$ cat src/rtl/mem_bus_arbiter_pkg.sv
// Shared types and defaults for the fetch/data main-memory arbiter.
package mem_bus_arbiter_pkg;

   localparam int unsigned TimeoutDefault = 64;

   typedef enum logic [1:0] {
      StIdle = 2'd0,
      StBus  = 2'd1,
      StResp = 2'd2
   } arb_state_e;

   typedef enum logic [1:0] {
      OwnNone  = 2'b00,
      OwnFetch = 2'b01,
      OwnData  = 2'b10
   } owner_e;

endpackage

$ cat src/rtl/mem_bus_arbiter_if.sv
// Requester and memory-side signals of the arbiter; slave is the arbiter's view.
interface mem_bus_arbiter_if
   import mem_bus_arbiter_pkg::*;
#(
   parameter int unsigned AW = 32,
   parameter int unsigned DW = 32
) ();

   logic          i_req;
   logic [AW-1:0] i_addr;
   logic [DW-1:0] i_rdata;
   logic          i_ack;
   logic          d_req;
   logic          d_we;
   logic [AW-1:0] d_addr;
   logic [DW-1:0] d_wdata;
   logic [DW-1:0] d_rdata;
   logic          d_ack;
   logic          mem_req;
   logic          mem_we;
   logic [AW-1:0] mem_addr;
   logic [DW-1:0] mem_wdata;
   logic [DW-1:0] mem_rdata;
   logic          mem_ack;
   logic          bus_err;
   owner_e        owner;

   modport slave (
      input  i_req, i_addr, d_req, d_we, d_addr, d_wdata, mem_rdata, mem_ack,
      output i_rdata, i_ack, d_rdata, d_ack, mem_req, mem_we, mem_addr, mem_wdata,
             bus_err, owner
   );

   modport master (
      output i_req, i_addr, d_req, d_we, d_addr, d_wdata, mem_rdata, mem_ack,
      input  i_rdata, i_ack, d_rdata, d_ack, mem_req, mem_we, mem_addr, mem_wdata,
             bus_err, owner
   );

endinterface

$ cat src/rtl/mem_bus_arbiter_bus_watchdog.sv
// Counts bus cycles of the current transaction and flags the last allowed one.
module bus_watchdog
   import mem_bus_arbiter_pkg::*;
#(
   parameter int unsigned TIMEOUT = TimeoutDefault
) (
   input  logic clk,
   input  logic reset,
   input  logic run,
   input  logic clear,
   output logic expired
);

   localparam int unsigned CntW = $clog2(TIMEOUT);
   // Expiry fires in the cycle whose increment would make the count TIMEOUT-1.
   localparam logic [CntW-1:0] LastCnt = CntW'(TIMEOUT - 2);

   logic [CntW-1:0] cnt_q, cnt_d;

   always_comb begin
      cnt_d = cnt_q;
      if (clear) begin
         cnt_d = '0;
      end else if (run) begin
         cnt_d = cnt_q + CntW'(1);
      end
   end

   always_ff @(posedge clk) begin
      if (!reset) begin
         cnt_q <= '0;
      end else begin
         cnt_q <= cnt_d;
      end
   end

   assign expired = run && (cnt_q == LastCnt);

endmodule

$ cat src/rtl/mem_bus_arbiter.sv
// Shares one main-memory port between fetch refill and data access, one
// transaction at a time, alternating on ties and aborting hung transfers.
module mem_bus_arbiter
   import mem_bus_arbiter_pkg::*;
#(
   parameter int unsigned AW      = 32,
   parameter int unsigned DW      = 32,
   parameter int unsigned TIMEOUT = TimeoutDefault
) (
   input logic               clk,
   input logic               reset,
   mem_bus_arbiter_if.slave  bus
);

   arb_state_e    state_q, state_d;
   owner_e        owner_q, owner_d;
   owner_e        last_q, last_d;
   logic          mem_we_q, mem_we_d;
   logic [AW-1:0] mem_addr_q, mem_addr_d;
   logic [DW-1:0] mem_wdata_q, mem_wdata_d;
   logic [DW-1:0] i_rdata_q, i_rdata_d;
   logic [DW-1:0] d_rdata_q, d_rdata_d;
   logic          err_q, err_d;
   logic          grant_fetch, grant_data;
   logic          expired;

   bus_watchdog #(
      .TIMEOUT (TIMEOUT)
   ) u_watchdog (
      .clk     (clk),
      .reset   (reset),
      .run     (state_q == StBus),
      .clear   (state_q == StResp),
      .expired (expired)
   );

   // On a tie the side that did not win last time is granted.
   assign grant_fetch = bus.i_req && (!bus.d_req || (last_q == OwnData));
   assign grant_data  = bus.d_req && (!bus.i_req || (last_q == OwnFetch));

   always_ff @(posedge clk) begin
      if (!reset) begin
         state_q <= StIdle;
      end else begin
         state_q <= state_d;
      end
   end

   always_comb begin
      state_d = state_q;
      unique case (state_q)
         StIdle:  if (bus.i_req || bus.d_req) state_d = StBus;
         StBus:   if (bus.mem_ack || expired) state_d = StResp;
         StResp:  state_d = StIdle;
         default: state_d = StIdle;
      endcase
   end

   always_comb begin
      owner_d     = owner_q;
      last_d      = last_q;
      mem_we_d    = mem_we_q;
      mem_addr_d  = mem_addr_q;
      mem_wdata_d = mem_wdata_q;
      i_rdata_d   = i_rdata_q;
      d_rdata_d   = d_rdata_q;
      err_d       = err_q;
      unique case (state_q)
         StIdle: begin
            if (grant_data) begin
               owner_d     = OwnData;
               last_d      = OwnData;
               mem_we_d    = bus.d_we;
               mem_addr_d  = bus.d_addr;
               mem_wdata_d = bus.d_wdata;
            end else if (grant_fetch) begin
               owner_d     = OwnFetch;
               last_d      = OwnFetch;
               mem_we_d    = 1'b0;
               mem_addr_d  = bus.i_addr;
               mem_wdata_d = '0;
            end
         end
         StBus: begin
            // A real ack beats the watchdog when both land in one cycle.
            if (bus.mem_ack || expired) begin
               err_d = !bus.mem_ack;
               if (owner_q == OwnFetch) i_rdata_d = bus.mem_ack ? bus.mem_rdata : '0;
               if (owner_q == OwnData)  d_rdata_d = bus.mem_ack ? bus.mem_rdata : '0;
            end
         end
         StResp: begin
            owner_d = OwnNone;
            err_d   = 1'b0;
         end
         default: ;
      endcase
   end

   always_ff @(posedge clk) begin
      if (!reset) begin
         owner_q     <= OwnNone;
         last_q      <= OwnFetch;
         mem_we_q    <= 1'b0;
         mem_addr_q  <= '0;
         mem_wdata_q <= '0;
         i_rdata_q   <= '0;
         d_rdata_q   <= '0;
         err_q       <= 1'b0;
      end else begin
         owner_q     <= owner_d;
         last_q      <= last_d;
         mem_we_q    <= mem_we_d;
         mem_addr_q  <= mem_addr_d;
         mem_wdata_q <= mem_wdata_d;
         i_rdata_q   <= i_rdata_d;
         d_rdata_q   <= d_rdata_d;
         err_q       <= err_d;
      end
   end

   always_comb begin
      bus.mem_req   = (state_q == StBus);
      bus.i_ack     = (state_q == StResp) && (owner_q == OwnFetch);
      bus.d_ack     = (state_q == StResp) && (owner_q == OwnData);
      bus.bus_err   = (state_q == StResp) && err_q;
      bus.owner     = owner_q;
      bus.mem_we    = mem_we_q;
      bus.mem_addr  = mem_addr_q;
      bus.mem_wdata = mem_wdata_q;
      bus.i_rdata   = i_rdata_q;
      bus.d_rdata   = d_rdata_q;
   end

endmodule

$ cat src/flat_wrapper.sv
// flat-port wrapper written by rule: the top's interface ports become plain ports
module mem_bus_arbiter_flat import mem_bus_arbiter_pkg::*;
#(
   parameter int unsigned AW      = 32,
   parameter int unsigned DW      = 32,
   parameter int unsigned TIMEOUT = TimeoutDefault
)
  (clk, reset, bus_i_req, bus_i_addr, bus_d_req, bus_d_we, bus_d_addr, bus_d_wdata, bus_mem_rdata, bus_mem_ack, bus_i_rdata, bus_i_ack, bus_d_rdata, bus_d_ack, bus_mem_req, bus_mem_we, bus_mem_addr, bus_mem_wdata, bus_bus_err, bus_owner);
  mem_bus_arbiter_if #(.AW(AW), .DW(DW)) bus_i ();
  input logic clk;
  input logic reset;
  input wire logic [$bits(bus_i.i_req)-1:0] bus_i_req;
  input wire logic [$bits(bus_i.i_addr)-1:0] bus_i_addr;
  input wire logic [$bits(bus_i.d_req)-1:0] bus_d_req;
  input wire logic [$bits(bus_i.d_we)-1:0] bus_d_we;
  input wire logic [$bits(bus_i.d_addr)-1:0] bus_d_addr;
  input wire logic [$bits(bus_i.d_wdata)-1:0] bus_d_wdata;
  input wire logic [$bits(bus_i.mem_rdata)-1:0] bus_mem_rdata;
  input wire logic [$bits(bus_i.mem_ack)-1:0] bus_mem_ack;
  output wire logic [$bits(bus_i.i_rdata)-1:0] bus_i_rdata;
  output wire logic [$bits(bus_i.i_ack)-1:0] bus_i_ack;
  output wire logic [$bits(bus_i.d_rdata)-1:0] bus_d_rdata;
  output wire logic [$bits(bus_i.d_ack)-1:0] bus_d_ack;
  output wire logic [$bits(bus_i.mem_req)-1:0] bus_mem_req;
  output wire logic [$bits(bus_i.mem_we)-1:0] bus_mem_we;
  output wire logic [$bits(bus_i.mem_addr)-1:0] bus_mem_addr;
  output wire logic [$bits(bus_i.mem_wdata)-1:0] bus_mem_wdata;
  output wire logic [$bits(bus_i.bus_err)-1:0] bus_bus_err;
  output wire logic [$bits(bus_i.owner)-1:0] bus_owner;
  assign bus_i.i_req = bus_i_req;
  assign bus_i.i_addr = bus_i_addr;
  assign bus_i.d_req = bus_d_req;
  assign bus_i.d_we = bus_d_we;
  assign bus_i.d_addr = bus_d_addr;
  assign bus_i.d_wdata = bus_d_wdata;
  assign bus_i.mem_rdata = bus_mem_rdata;
  assign bus_i.mem_ack = bus_mem_ack;
  assign bus_i_rdata = bus_i.i_rdata;
  assign bus_i_ack = bus_i.i_ack;
  assign bus_d_rdata = bus_i.d_rdata;
  assign bus_d_ack = bus_i.d_ack;
  assign bus_mem_req = bus_i.mem_req;
  assign bus_mem_we = bus_i.mem_we;
  assign bus_mem_addr = bus_i.mem_addr;
  assign bus_mem_wdata = bus_i.mem_wdata;
  assign bus_bus_err = bus_i.bus_err;
  assign bus_owner = bus_i.owner;
  mem_bus_arbiter #(.AW(AW), .DW(DW), .TIMEOUT(TIMEOUT)) u_core (.clk(clk), .reset(reset), .bus(bus_i));
endmodule
$ cat config.mk
export PLATFORM = sky130hd
export DESIGN_NAME = mem_bus_arbiter_flat
export DESIGN_NICKNAME = d
export VERILOG_FILES = /design/src/rtl/mem_bus_arbiter_pkg.sv /design/src/rtl/mem_bus_arbiter_if.sv /design/src/rtl/mem_bus_arbiter_bus_watchdog.sv /design/src/rtl/mem_bus_arbiter.sv /design/src/flat_wrapper.sv
export SDC_FILE = /design/constraint.sdc
export NUM_CORES = 1
export LEC_CHECK = 0
export BUFFER_PORTS_ARGS = -buffer_cell sky130_fd_sc_hd__buf_2
export CORE_ASPECT_RATIO = 1.4
export CORE_MARGIN = 3
export CORE_UTILIZATION = 30
export CTS_CLUSTER_DIAMETER = 100
export DETAILED_ROUTE_END_ITERATION = 12
export PLACE_DENSITY = 0.57
export SLEW_MARGIN = 0
export SYNTH_ARGS = -nofsm -noshare
export SYNTH_HDL_FRONTEND = slang
export SYNTH_SLANG_ARGS = --single-unit
$ cat constraint.sdc
create_clock -name clk -period 1.7 [get_ports clk]
set_input_delay 0.34 -clock clk [delete_from_list [all_inputs] [get_ports clk]]
set_output_delay 0.34 -clock clk [all_outputs]
set_load 0.1 [all_outputs]
==> flow_summary.toml, run 1 <==
[worst_hold_path]
min_path_cells = 2
hold_start = "bus_d_wdata[21]"
hp-class = "input pin to flop"
hold_end = "u_core.bus.mem_wdata[21]$_SDFFE_PN0P_"

[finish]
areaGrowthSynthToFinish_pct = 51.2
final_cells = 1064
mostFrequentLayoutCells = "264 x buf_2, 138 x dfxtp_1, 64 x a31oi_1, 64 x a311oi_1, 37 x nand2_1"
final_nets = 948
fin_area_um2 = 8480
final_common_cell = "buf_2"
antenna_cells = 0
fillers = 1748
drive_above_1_share_pct = 45.4

[synthesis]
synth.area.mux_share_pct = 0
syn-num-nets = 675
synth-seq-cells = 142
yosys.area.top_type_share_pct = 50.7
synth.distinct_cells = 41
synth_ff_type = "dfxtp_1"
synth_area_leaders = "dfxtp_1 51%, a311oi_1 10%, a31oi_1 7.1%, a221o_1 5.9%, o211a_1 5.7%"
synth_compound_area_share_pct = 36.7
synth_cells = 539
synthXorXnorAreaFrac_pct = 0.313
synthSimpleGateAreaFrac_pct = 5.71
synth_top_family_by_area = "compound AO/OA/AOI/OAI gates"
synth_edf_count = 0
syn_avg_cell_area_um2 = 10.4
yosysWarningCount = 0
synth_top_cell_by_area = "dfxtp_1"
async_reset_ff_share_pct = 0
synthAdderAreaFrac_pct = 0.446
syn_area_um2 = 5610
synth_seq_area_share_pct = 50.7

[placement]
gp_congestion = 0.776
portBuffers = 268
placed_area_um2 = 7470
dp_cells = 1007
hpwl_um = 12300

[drt]
viasPerCell = 5.49
drt_iter0_markers = 278
vias = 5846
wl_per_cell_um = 18.6
routed_wl_um = 19800
drc = 0
drtAntennaViolNets = 0
dr.pass1.iters = 7

[clock_network]
cts_sinks = 142
numCtsBuffers = 17
cts_root_buffer = "clkbuf_16"
clk_latency_ns = 0.41
cts_tree = "built"
path_clk_slew_ns = 0.06
cts_htree_levels = 4
clockBufferDepth = 2

[global_routing]
track_usage_pct = 17.1
first_global_vias = 5432
grt_first_pass_wirelength_um = 28400
antenna_found_initial = 2
grt_remaining_overflow = 0
grt_max_degree = 97

[sta]
timing.fmax_mhz = 568
fin_ws_ns = -0.0607
slew_viol_final = 0
hold_ws_ns = 0.141
fin_crit_ns = 1.76
fin_crit_sh_pct = 104
setup-violations-final = 26
grt_setup_unrepaired = "yes"
skew_ns = 0.00881
tightest_slew_ns = 0.525
relSlewSlack_pct = 65.3
final-hold-violation-count = 0

[flow_run]
cap_violations = 0

[floorplanning]
die_h_um = 168
chipWidth_um = 122
initial_core_util_pct = 30.9
io_pins = 269
row_count = 58
core_um2 = 18100
die_area_um2 = 20400

[setup_path]
r2r-end = "u_core.bus.mem_addr[5]$_SDFFE_PN0P_"
cp-start-kind = "flop"
r2r_start = "u_core.state_q[0]$_SDFFE_PN0P_"
crit_slowest_cell = "dfxtp_2"
critPathArrivalTime_ns = 1.42
crit_chain = "buf_6 > nand2b_4 > nor3_4 > buf_12"
rrSetupSlack_ns = -0.03
crit_fanout = 5
ff2ff_path_depth = 5
slowest_delay_ns = 0.33
cp-end-kind = "primary output"
timing_worst_setup_path_type = "flop to primary output"
worstPathRequired_ns = 1.36

[run_status]
outcome = "finished with violations"
violations = "setup timing"

[power]
p_leak_nw = 4.01
peakVddDrop_mv = 0.608
power_density_nw_per_um2 = 1200
[layer usage]
layer	vias up	GRT usage (%)	wire, µm
met5	-	0	14
met2	259	28.2	9730
li1	2739	-	-
met3	15	6.08	1750
met1	2829	20.9	8050
met4	4	4.58	212
[area by class of cell]
type / count / area, µm² / area share [%]
Clock buffer: 19 / 453 / 5.34
Clock inverter: 12 / 159 / 1.87
Inverter: 10 / 40.0 / 0.472
Multi-Input combinational cell: 320 / 2540 / 30.0
Sequential cell: 142 / 2850 / 33.7
Tap cell: 240 / 300 / 3.54
Timing Repair Buffer: 321 / 2130 / 25.2
[state kept, by name, summed over array words and instances (netlist names)]
signal	cells
u_core.bus.d_rdata	32
u_core.bus.i_rdata	32
u_core.bus.mem_addr	32
u_core.bus.mem_wdata	32
u_core.bus.mem_we	1
u_core.bus.owner	2
u_core.err_q	1
u_core.last_q	2
u_core.state_q	2
u_core.u_watchdog.cnt_q	6
[what timing repair did]
| action | in CTS | in global routing |
|---|---|---|
| cloned | 0 | 15 |
| resized for setup | 5 | 20 |
| pin swaps | 45 | 13 |
| buffers inserted | 4 | 7 |
| hold buffers | 0 | 0 |
| setup endpoints to repair | 4 | 125 |
[stage by stage]
stage	total power, mW	setup TNS, ns	setup slack, ns	utilization [%]
floorplan	5.57	-0.0848	-0.0406	-
global placement	6.19	0	0.0233	41.2
detailed placement	6.20	0	0.00358	41.2
CTS	10.1	-3.24	-0.0789	44.8
global route	10.6	-2.85	-0.110	46.7
finish	10.2	-0.444	-0.0607	46.7
[kinds of logic (layout without fill, tap and decap cells)]
group | Yosys count | count (layout)
AO/OA/AOI/OAI | 251 | 251
buffers and inverters | 77 | 362
flip-flops | 142 | 142
adder cells (fa/ha/maj) | 2 | 2
XOR/XNOR | 2 | 2
AND/OR/NAND/NOR | 65 | 65
[synth_stat cells, types with 3 or more instances]
master,instances
a21oi_1,7
a31oi_1,64
clkbuf_1,40
buf_2,16
inv_1,9
o211a_1,32
nand3_1,3
o21ai_0,8
dfxtp_1,142
nor2_1,4
or3_1,4
a221o_1,33
nor4bb_1,3
buf_1,4
buf_4,5
nand2_1,37
a22o_1,33
a311oi_1,64
nand2b_1,3
[report_power, final]
part	internal, mW	switching (mW)
logic	0.687	1.97
registers	3.53	0.112
clock network	2.39	1.48
total	6.61	3.56
[how the worst max path moves through the flow]
stage / startpoint / to / slack, ns
after CTS: u_core.state_q[0]$_SDFFE_PN0P_ / bus_d_ack / -0.08
after floorplan: u_core.state_q[0]$_SDFFE_PN0P_ / bus_d_ack / -0.04
final: u_core.state_q[0]$_SDFFE_PN0P_ / bus_d_ack / -0.06
after global placement: reset / u_core.bus.mem_addr[12]$_SDFFE_PN0P_ / 0.02
after detailed placement: reset / u_core.bus.mem_addr[21]$_SDFFE_PN0P_ / 0.004
after global routing: u_core.state_q[0]$_SDFFE_PN0P_ / bus_d_ack / -0.11
[worst max-delay path: cells and delay by family (launching register included)]
family                 cells  cell delay, ns
buffers and inverters      2            0.32
DFF                        1            0.33
and+or+nand+nor            2            0.37
Power figures use the tool's default switching activity.
==> run 2, diff against run 1 <==
CORE_UTILIZATION = 42   (was 30)
PLACE_DENSITY = 0.76   (was 0.57)
==> flow_summary.toml, run 2 (same netlist as run 1, synthesis figures left out) <==
[run_status]
outcome = "finished with violations"
violations = "setup timing"

[drt]
wl_per_cell_um = 19.7
wl_met1_um = 7450
routed_wl_um = 19600
drtAntennaViolNets = 0
viasPerCell = 5.92
met3_length_um = 1650
dr.pass1.iters = 4
wl_met2_um = 9960
drc = 0
top_layer = "met4"
vias = 5893
drt_iter0_markers = 335

[finish]
final_cells = 995
drive_above_1_share_pct = 44.4
final_nets = 936
final_common_cell = "buf_2"
areaGrowthSynthToFinish_pct = 44.2
mostFrequentLayoutCells = "264 x buf_2, 137 x dfxtp_1, 64 x a31oi_1, 64 x a311oi_1, 37 x nand2_1"

[clock_network]
clockBufferDepth = 2
clk_latency_ns = 0.42
cts_tree = "built"
cts_root_buffer = "clkbuf_16"
cts_htree_levels = 4
cts_sinks = 142
numCtsBuffers = 17
path_clk_slew_ns = 0.06

[sta]
fin_tns_setup_ns = -0.323
slew_viol_final = 0
fin_crit_ns = 1.82
timing.fmax_mhz = 551
fin_crit_sh_pct = 107
setup-violations-final = 4
final-hold-violation-count = 0
fin_ws_ns = -0.116
tightest_slew_ns = 0.555
skew_ns = 0.0198
grt_setup_unrepaired = "yes"
relSlewSlack_pct = 63.3

[global_routing]
grt_remaining_overflow = 0
track_usage_pct = 23.4
grt_first_pass_wirelength_um = 28400
grt_max_degree = 68
first_global_vias = 5622
antenna_found_initial = 4

[floorplanning]
initial_core_util_pct = 43.3
die_h_um = 143
row_count = 49
die_area_um2 = 14800
core_um2 = 12900
chipWidth_um = 104
io_pins = 269

[setup_path]
worstPathRequired_ns = 1.36
critPathArrivalTime_ns = 1.48
crit_slowest_cell = "dfxtp_2"
cp-start-kind = "flop"
crit_chain = "buf_6 > buf_6 > nand2b_4 > nor3_4 > buf_12"
timing_worst_setup_path_type = "flop to primary output"
crit_fanout = 4
crit_top_cell = "buf_6"
cp-end-kind = "primary output"
slowest_delay_ns = 0.32

[flow_run]
cap_violations = 0

[worst_hold_path]
hp-class = "input pin to flop"

[placement]
dp_cells = 942
portBuffers = 268
gp_congestion = 0.862
hpwl_um = 12600

[power]
power_density_nw_per_um2 = 1190
peakVddDrop_mv = 0.717
p_leak_nw = 3.86
p_total_mw = 9.59
## run 2: cell count changes in the layout (fill, tap and decap cells not counted), sizes merged
cell	before	now
bufinv	3	0
clkbuf	27	22
buf	313	305
clkinvlp	2	4
diode	0	4
inv	13	16
## run 2: area by class of cell
type | instances | area, µm²
Fill cell | 1054 | 4850
Antenna cell | 4 | 10.0
Tap cell | 178 | 223
Clock inverter | 14 | 106
Multi-Input combinational cell | 320 | 2530
Clock buffer | 18 | 429
Inverter | 10 | 37.5
Timing Repair Buffer | 309 | 1890
Sequential cell | 142 | 2850
## run 2: worst paths after layout
check	slack, ns	to	depth (start not counted)	startpoint
worst max register to register	0.04	u_core.bus.mem_we$_SDFFE_PN0P_	5	u_core.state_q[1]$_SDFFE_PN0P_
worst min register to register	0.48	u_core.bus.mem_addr[24]$_SDFFE_PN0P_	1	u_core.bus.mem_addr[24]$_SDFFE_PN0P_
worst min-delay path	0.14	u_core.bus.mem_wdata[2]$_SDFFE_PN0P_	2	bus_d_wdata[2]
worst max-delay path	-0.12	bus_d_ack	5	u_core.state_q[0]$_SDFFE_PN0P_
## run 2: power by group
part / total, mW / switching, mW / internal (mW) / leakage, nW
Combinational: 2.55 / 1.94 / 0.609 / 2.44
Sequential: 3.65 / 0.125 / 3.53 / 1.16
Clock: 3.38 / 1.50 / 1.89 / 0.254
Total: 9.59 / 3.57 / 6.02 / 3.86
## run 2: layer usage
metal | GRT usage [%] | vias to the layer above
met5 | 0 | -
met1 | 26.2 | 2841
li1 | - | 2717
met3 | 8.14 | 27
met2 | 40.4 | 308
met4 | 10.4 | 0
## run 2: worst max-delay path: cells and delay by family, from the launching register on
family                 cells  cell delay [ns]
buffers and inverters      3             0.42
and+or+nand+nor            2             0.33
DFF                        1             0.32
## run 2: what timing repair did
action	4_1_cts	5_1_grt
hold buffers	0	0
gates cloned	0	6
pin swaps	2	8
endpoints found under the setup margin	18	95
hold endpoints to repair	0	0
buffers inserted	5	6
gates resized for setup	6	7
## run 2: through the flow
stage	utilization (%)	hold WS [ns]	area [µm²]	worst slack, ns
floorplan	-	0.458	5660	-0.0406
global placement	56.7	0.460	7330	0.00760
detailed placement	56.7	0.462	7330	-0.0562
CTS	61.2	0.119	7920	-0.137
global route	62.5	0.124	8080	-0.184
finish	62.5	0.137	8080	-0.116
